## src/rtl/mult_pkg.sv

```systemverilog
// Shared types for the sequential radix-4 Booth multiplier: FSM states,
// step count and the partial-product select encoding.
package mult_pkg;

    localparam int OP_W       = 32;
    localparam int PROD_W     = 64;
    localparam int MULT_STEPS = 16;
    localparam int STEP_W     = 4;

    typedef enum logic [1:0] {
        IDLE = 2'd0,
        RUN  = 2'd1,
        DONE = 2'd2
    } state_t;

    // Partial product selected by one Booth triplet.
    typedef enum logic [2:0] {
        ZERO = 3'd0,
        POS1 = 3'd1,
        POS2 = 3'd2,
        NEG1 = 3'd3,
        NEG2 = 3'd4
    } booth_sel_t;

    function automatic logic sel_is_neg(input booth_sel_t sel);
        return (sel == NEG1) || (sel == NEG2);
    endfunction

endpackage

```

## src/rtl/booth_recode.sv

```systemverilog
// Radix-4 Booth recoder: multiplier triplet {b[i+1], b[i], b[i-1]} to select.
// Latency: combinational.
// Backpressure: none.
module booth_recode
    import mult_pkg::*;
(
    input  logic [2:0] triplet,
    output logic [2:0] sel
);

    booth_sel_t sel_e;

    always_comb begin
        sel_e = ZERO;
        unique case (triplet)
            3'b000, 3'b111: sel_e = ZERO;
            3'b001, 3'b010: sel_e = POS1;
            3'b011:         sel_e = POS2;
            3'b100:         sel_e = NEG2;
            3'b101, 3'b110: sel_e = NEG1;
            default:        sel_e = ZERO;
        endcase
    end

    assign sel = sel_e;

endmodule

```

## src/rtl/mult_booth_seq.sv

```systemverilog
// Sequential signed 32x32 multiplier, radix-4 Booth, 2 multiplier bits per cycle.
// Latency: result strobe in the cycle after the 16th RUN edge following the start edge.
// Backpressure: none; a new start pulse aborts and restarts any operation in flight.
module mult_booth_seq
    import mult_pkg::*;
(
    input  logic        clock,
    input  logic        reset,
    input  logic [31:0] data_operandA,
    input  logic [31:0] data_operandB,
    input  logic        ctrl_MULT,
    output logic [31:0] data_result,
    output logic        data_exception,
    output logic        data_resultRDY,
    output logic        busy
);

    state_t              state;
    state_t              state_nx;
    logic                load_result;

    logic [OP_W-1:0]     a_reg;
    logic [OP_W:0]       b_reg;
    logic [PROD_W-1:0]   acc;
    logic [STEP_W-1:0]   step;

    logic [2:0]          sel_bits;
    booth_sel_t          sel;
    logic                sel_neg;
    logic [PROD_W-1:0]   a_ext;
    logic [PROD_W-1:0]   mag;
    logic [PROD_W-1:0]   mag_sh;
    logic [PROD_W-1:0]   addend;
    logic [PROD_W-1:0]   sum;
    logic                sum_ovf;

    booth_recode u_recode (
        .triplet (b_reg[2:0]),
        .sel     (sel_bits)
    );

    assign sel = booth_sel_t'(sel_bits);

    // Subtraction reuses the single adder as acc + ~x + 1.
    always_comb begin
        a_ext   = {{(PROD_W-OP_W){a_reg[OP_W-1]}}, a_reg};
        mag     = '0;
        unique case (sel)
            POS1, NEG1: mag = a_ext;
            POS2, NEG2: mag = a_ext << 1;
            default:    mag = '0;
        endcase
        mag_sh  = mag << {step, 1'b0};
        sel_neg = sel_is_neg(sel);
        addend  = sel_neg ? ~mag_sh : mag_sh;
        sum     = acc + addend + {{(PROD_W-1){1'b0}}, sel_neg};
        sum_ovf = ~((&sum[PROD_W-1:OP_W-1]) | ~(|sum[PROD_W-1:OP_W-1]));
    end

    always_ff @(posedge clock) begin
        if (reset) begin
            state <= IDLE;
        end else begin
            state <= state_nx;
        end
    end

    always_comb begin
        state_nx    = state;
        load_result = 1'b0;
        unique case (state)
            IDLE: state_nx = IDLE;
            RUN: begin
                if (step == STEP_W'(MULT_STEPS - 1)) begin
                    state_nx    = DONE;
                    load_result = 1'b1;
                end
            end
            DONE: state_nx = IDLE;
            default: state_nx = IDLE;
        endcase
        // A start pulse wins from any state and kills a pending result load.
        if (ctrl_MULT) begin
            state_nx    = RUN;
            load_result = 1'b0;
        end
    end

    always_ff @(posedge clock) begin
        if (reset) begin
            a_reg          <= '0;
            b_reg          <= '0;
            acc            <= '0;
            step           <= '0;
            data_result    <= '0;
            data_exception <= 1'b0;
            data_resultRDY <= 1'b0;
        end else if (ctrl_MULT) begin
            a_reg          <= data_operandA;
            b_reg          <= {data_operandB, 1'b0};
            acc            <= '0;
            step           <= '0;
            data_resultRDY <= 1'b0;
        end else begin
            data_resultRDY <= load_result;
            if (state == RUN) begin
                acc   <= sum;
                b_reg <= $signed(b_reg) >>> 2;
                step  <= step + 1'b1;
            end
            if (load_result) begin
                data_result    <= sum[OP_W-1:0];
                data_exception <= sum_ovf;
            end
        end
    end

    assign busy = (state != IDLE);

endmodule

```

## config.mk

```make
export PLATFORM = sky130hd
export DESIGN_NAME = mult_booth_seq
export DESIGN_NICKNAME = d
export VERILOG_FILES = /design/src/rtl/mult_pkg.sv /design/src/rtl/booth_recode.sv /design/src/rtl/mult_booth_seq.sv
export SDC_FILE = /design/constraint.sdc
export NUM_CORES = 1
export LEC_CHECK = 0
export BUFFER_PORTS_ARGS = -buffer_cell sky130_fd_sc_hd__buf_2
export CORE_AREA = 2 2 176 135
export CTS_CLUSTER_DIAMETER = 40
export DETAILED_ROUTE_END_ITERATION = 10
export DIE_AREA = 0 0 178 137
export PLACE_DENSITY = 0.82
export SLEW_MARGIN = 10
export SYNTH_ARGS = -nofsm -noshare
export SYNTH_HDL_FRONTEND = slang
export SYNTH_SLANG_ARGS = --single-unit
```

## constraint.sdc

```tcl
create_clock -name clock -period 9.4 [get_ports clock]
set_clock_uncertainty 0.15 [all_clocks]
set_input_delay 2.82 -clock clock [delete_from_list [all_inputs] [get_ports clock]]
set_output_delay 2.82 -clock clock [all_outputs]
set_load 0.02 [all_outputs]
```

[Word level (Yosys, flattened, before mapping)]
Memory sizes are Yosys's and may differ from the RTL's.
Index checks and enable logic that the tools add are counted.
Word-level totals
  ROM bits: 24
  register bits after elaboration: 169
  memories kept: 1
  word-level logic and storage cells: 49
  input bits: 67
  output and inout port bits: 35
Memories
  (name not given): depth 8, bits a word 3, read ports 1, clocked after Yosys merged registers in 0, write ports 0, line booth_recode.sv:15  | unique case (triplet)
Cells by class
  reduce and logical (&&, ||, !) cells: 10
  bitwise logic cells: 6
  $add $sub $neg: 3
  equal/unequal tests: 7
  multiplexer cells: 10
  shifts and indexed selects: 1
Operators with widths (count)
  one-hot mux 64 bit (2 select lines): 1
  adder 64 x 1 -> 64 bit: 1
  adder 64 bit: 1
  two-way mux 64 bit: 1
  inverter 64 bit: 1
  left shift 64 x 5 -> 64 bit: 1
  two-way mux 33 bit: 1
  AND reduction 33 bit: 1
  OR reduction 33 bit: 1
  two-way mux 32 bit: 1
  == test 3 x 2 -> 1 bit (second input constant): 2
  two-way mux 1 bit: 6
  OR reduction 2 bit: 3
  adder 4 x 1 -> 4 bit (second input constant): 1
  == test 4 bit (second input constant): 1
  inverter 1 bit: 4
  nonzero test 2 bit: 2
  == test 3 x 1 -> 1 bit (second input constant): 1
  == test 3 bit (second input constant): 1
  != test 3 bit (second input constant): 1
  OR reduction 3 bit: 1
  == test 2 x 1 -> 1 bit (second input constant): 1
  AND reduction 2 bit: 1
  logical OR 1 bit: 1
  bitwise OR 1 bit: 1

[Logic depth before layout (Yosys ltp)]
An unclocked memory read counts as a cell.
  depth after elaboration: 13
  gate-level depth with buffers: 27
  mapped depth without buffers: 24

[Modules after synthesis]
From an unflattened synthesis, not the netlist that was laid out.
Second synthesis, totals
  cells, all modules: 1846
  area, all modules: 13270.2 µm²
Modules (own cells, without submodules)
  mult_booth_seq: area each 13211.4 µm², times used 1, cells an instance 1839
  booth_recode: area each 58.8 µm², times used 1, cells an instance 7

[Worst setup path after synthesis]
OpenSTA, ideal clock, no wires.
  path type: register to register
  from: register b_reg[0]
  to: register data_exception
  library setup time: 130 ps
  required time: 9120 ps
  cell stages (with the launch flop): 23
  slack: 4071 ps
  arrival time: 5049 ps
  cells stage by stage: dfxtp_1 ha_1 nor2b_1 a21o_1 nor2b_1 clkbuf_1 clkbuf_1 a22oi_1 or3_1 or3_1 xnor2_1 fa_1 a21o_1 a221oi_2 or4_4 a31oi_2 nor3_4 a21oi_1 or3_1 a2111oi_0 nand4_1 nor4_1 o211ai_1
Between the ends
  word-level cells in the longest chain between the ends: 13
  elaborated cells on any way between the ends: 19
Ends and longest elaborated chain
  start: declaration: line mult_booth_seq.sv:23  | logic [OP_W:0] b_reg;
  start signal: assignment: line mult_booth_seq.sv:100  | b_reg <= {data_operandB, 1'b0};
  start signal: assignment: line mult_booth_seq.sv:108  | b_reg <= $signed(b_reg) >>> 2;
  memory read (8 x 3 bit) (*)
  == test 3 bit (tied with other cells): line mult_pkg.sv:26, mult_booth_seq.sv:48
  OR reduction 2 bit: line mult_booth_seq.sv:48  | unique case (sel)
  one-hot mux 64 bit (2 select lines): line mult_booth_seq.sv:48
  left shift 64 x 5 -> 64 bit: line mult_booth_seq.sv:53  | mag_sh = mag << {step, 1'b0};
  inverter 64 bit: line mult_booth_seq.sv:55  | addend = sel_neg ? ~mag_sh : mag_sh;
  two-way mux 64 bit: line mult_booth_seq.sv:55
  adder 64 bit: line mult_booth_seq.sv:56  | sum = acc + addend + {{(PROD_W-1){1'b0}}, sel_neg};
  adder 64 x 1 -> 64 bit (*): line mult_booth_seq.sv:56
  OR reduction 33 bit: line mult_booth_seq.sv:57  | sum_ovf = ~((&sum[PROD_W-1:OP_W-1]) | ~(|sum[PROD_W-1:OP_W-1]));
  inverter 1 bit: line mult_booth_seq.sv:57
  bitwise OR 1 bit (*): line mult_booth_seq.sv:57
  inverter 1 bit (*): line mult_booth_seq.sv:57
  end signal: assignment: line mult_booth_seq.sv:113  | data_exception <= sum_ovf;
  end: declaration: line mult_booth_seq.sv:13  | output logic data_exception,
Every way passes the cells marked *; elsewhere a longest branch is shown, timed or not.
A chain may end at the register's enable or synchronous reset.

[Final worst setup path]
Ends and elaborated chain as after synthesis.

==> results.ini <==
[grt]
antenna_found_initial=0
grt_max_degree=96
first_global_vias=12000
grt_first_pass_wirelength_mm=65.6
groute.usage.overall=0.344
grt.overflow.total=0

[place]
hpwlAfterDp_mm=31.8
place_worst_setup_slack_ns=2.18
io_buffers=101
gp_routability_congestion=0.997

[detailed_routing]
routed_via_density=6.34
totalWireLength_mm=42.3
detailedRoute.firstIterationViolations=1530
wl_per_cell_um=19.6
num_vias=13700
antenna_left=0
drc_errors=0
detailedRoute.firstPassIterationCount=6

[timing]
setup_repair_after_global_routing_missed_its_margin=false
timing.final.max_slew_violations=0
min_period_over_period=0.809
fin_tns_setup_ns=0
fmax_ghz=0.132
maxSlewHeadroom=0.213
final.setup.worst_slack_ns=1.80
layout_min_cycle_time_ns=7.60
setup_violations=0
tightestPinTransition_ns=1.17
count_of_endpoints_failing_hold_in_the_final_timing_report=0

[power]
ir_worst_vdd_mv=0.129
cellLeakagePower_uw=0.00587
pwr_density_cell_nw_per_um2=130

[setup_path]
critical_path.max_stage_delay_ns=0.88
register_to_register_setup_slack_ns=1.80
path_depth=21
timing.critical_path.buf_inv=3
cp_top_family=compound AO/OA/AOI/OAI gates
worst_ep_arrival_time_ns=7.79
capture_point_of_the_worst_path=data_exception$_SDFFE_PP0P_
crit-reg2reg-launch=b_reg[0]$_SDFFE_PP0P_
r2r.worst_path.cells=21
critical_path.startpoint=b_reg[0]$_SDFFE_PP0P_
crit_chain=inv_1, ha_1, buf_4, nor2b_2, a22oi_1, mux2_2, o22a_1, a211oi_1, xor2_1, ha_1, nand4_1, nor4_1, inv_1, o22ai_1, a211oi_2, o31ai_1, xor2_1, a2111oi_0, nand4_1, nor4_1, o211ai_1
crit_path_top_delay_cell=sky130_fd_sc_hd__nor2b_2
cp-end-kind=register
cp_max_fo=41
rr_endpoint=data_exception$_SDFFE_PP0P_
required_ns=9.59
setup.worst_path.class=reg -> reg
start_kind=register

[synth]
synth_cell_types=80
seq_area_frac_synth=0.251
postSynthNetCount=1986
synth_enable_flop_cells=0
synthArstFlopShare=0
ys_dominant_reg_cell=sky130_fd_sc_hd__dfxtp_1
postSynthCellCount=1847
total_number_of_yosys_warnings=0
ys_ff_latch=169
post_synthesis_mean_instance_area_um2=7.29
synth_area_um2=13500

[final_layout]
area_growth_syn_to_layout_pct=8.28
layout.nets=1990
n_antenna_cell=0
drive_gt1_frac=0.108
largest_reg_flops=64

[worst_hold_path]
worstHoldStart=data_result[8]$_SDFFE_PP0P_
hold_class=reg -> reg
whs_path_depth=2

[flow_run]
timing.max_cap.violations=0

[cts]
cts-root-to-sink-buffers=2
worstSkewPairLatency_ns=0.45
ctsResizeCount=0
cts_sinks=169
root_buffer=sky130_fd_sc_hd__clkbuf_16
tritoncts=yes
htreeDepth=4
cts.clk_slew.worst_paths_ns=0.08
post_cts.repair.setup_buffers=0
cts_buffers=17
hold_bufs_at_cts=0

[status]
run_status=finished, final reports clean

[floorplanning]
fp_rows=48
die-height_um=137
die-area_um2=24400
fp.dieW_um=178
initial_utilization=0.595
io_pins=102
core_area_um2=22600

synthesized netlist by cell type (16+ instances only):
library cell | count | area, um2
sky130_fd_sc_hd__nand2_1 | 327 | 1230
sky130_fd_sc_hd__a21oi_1 | 267 | 1340
sky130_fd_sc_hd__nor2_1 | 180 | 676
sky130_fd_sc_hd__dfxtp_1 | 169 | 3380
sky130_fd_sc_hd__mux2i_1 | 103 | 1030
sky130_fd_sc_hd__clkbuf_1 | 100 | 375
sky130_fd_sc_hd__ha_1 | 71 | 888
sky130_fd_sc_hd__o21ai_0 | 68 | 340
sky130_fd_sc_hd__xor2_1 | 60 | 526
sky130_fd_sc_hd__xnor2_1 | 50 | 438
sky130_fd_sc_hd__nand4_1 | 31 | 194
sky130_fd_sc_hd__a22o_1 | 27 | 236
sky130_fd_sc_hd__a21o_1 | 25 | 188
sky130_fd_sc_hd__inv_1 | 25 | 93.8
sky130_fd_sc_hd__nand3_1 | 22 | 110
sky130_fd_sc_hd__nor3_1 | 22 | 110
sky130_fd_sc_hd__o21a_1 | 19 | 143
sky130_fd_sc_hd__a31oi_1 | 17 | 106
sky130_fd_sc_hd__a211oi_1 | 16 | 120
sky130_fd_sc_hd__buf_1 | 16 | 60.1
cell families after synthesis:
logic type	synth area share
AND/OR/NAND/NOR	0.221
AO/OA/AOI/OAI	0.255
flip-flops	0.251
buffers and inverters	0.0445
multiplexers	0.0891
XOR/XNOR	0.0716
adder cells (fa/ha/maj)	0.0675
metal layers:
| layer | global-route usage | vias to the layer above | share of wire |
|---|---|---|---|
| li1 | - | 6582 | - |
| met1 | 0.518 | 6489 | 0.47 |
| met2 | 0.489 | 600 | 0.41 |
| met3 | 0.0761 | 58 | 0.098 |
| met4 | 0.0870 | 0 | 0.019 |
| met5 | 0 | - | 0 |
where the power goes:
part | switching, uW | total (uW) | leakage [uW] | internal, uW
clock network | 349 | 740 | 0.000291 | 392
logic | 256 | 393 | 0.00420 | 137
registers | 21.1 | 759 | 0.00138 | 738
total | 626 | 1890 | 0.00587 | 1270
worst min-delay path, cell delays in order, from the launching register on:
cell,delay [ns]
sky130_fd_sc_hd__dfxtp_1,0.31
sky130_fd_sc_hd__nand2_1,0.05
sky130_fd_sc_hd__a21oi_1,0.05
cell usage in the layout, fill, tap and decap left out, types with 16 or more instances in the layout:
| cell | n |
|---|---|
| sky130_fd_sc_hd__dfxtp_1 | 166 |
| sky130_fd_sc_hd__a21o_1 | 25 |
| sky130_fd_sc_hd__nand4_1 | 31 |
| sky130_fd_sc_hd__inv_1 | 25 |
| sky130_fd_sc_hd__o21a_1 | 19 |
| sky130_fd_sc_hd__mux2i_1 | 103 |
| sky130_fd_sc_hd__nand2_1 | 327 |
| sky130_fd_sc_hd__a211oi_1 | 16 |
| sky130_fd_sc_hd__o21ai_0 | 68 |
| sky130_fd_sc_hd__xnor2_1 | 50 |
| sky130_fd_sc_hd__xor2_1 | 60 |
| sky130_fd_sc_hd__a31oi_1 | 17 |
| sky130_fd_sc_hd__ha_1 | 71 |
| sky130_fd_sc_hd__a22o_1 | 26 |
| sky130_fd_sc_hd__nor3_1 | 21 |
| sky130_fd_sc_hd__nor2_1 | 180 |
| sky130_fd_sc_hd__nand3_1 | 22 |
| sky130_fd_sc_hd__clkbuf_16 | 17 |
| sky130_fd_sc_hd__a21oi_1 | 267 |
| sky130_fd_sc_hd__buf_2 | 99 |
through the flow:
step	std cells	cell area, um2	total power, uW	hold WS (ns)	utilization
after floorplan	1847	13500	1050	0.291	-
after global placement	2132	14000	1150	0.290	0.617
after detailed placement	2132	14000	1150	0.293	0.617
after CTS	2164	14600	1880	0.302	0.644
after global routing	2164	14600	1960	0.318	0.644
final	2164	14600	1890	0.300	0.644
area by class of cell:
cell class | count | area, um2
multi-input cells | 1523 | 9520
fillers | 1996 | 8060
flip-flops and latches | 169 | 3390
repair buffers | 113 | 601
clock buffers | 19 | 453
well taps | 300 | 375
clock inverters | 13 | 146
inverters | 27 | 101
worst min path at each step:
stage                                        end  slack [ns]
finish               data_result[8]$_SDFFE_PP0P_        0.30
global route        data_result[17]$_SDFFE_PP0P_        0.32
CTS                 data_result[28]$_SDFFE_PP0P_        0.30
detailed placement  data_result[17]$_SDFFE_PP0P_        0.29
global placement    data_result[23]$_SDFFE_PP0P_        0.29
floorplan                   acc[10]$_SDFFE_PP0P_        0.29
Note: power is estimated with default switching activity, not from simulation.
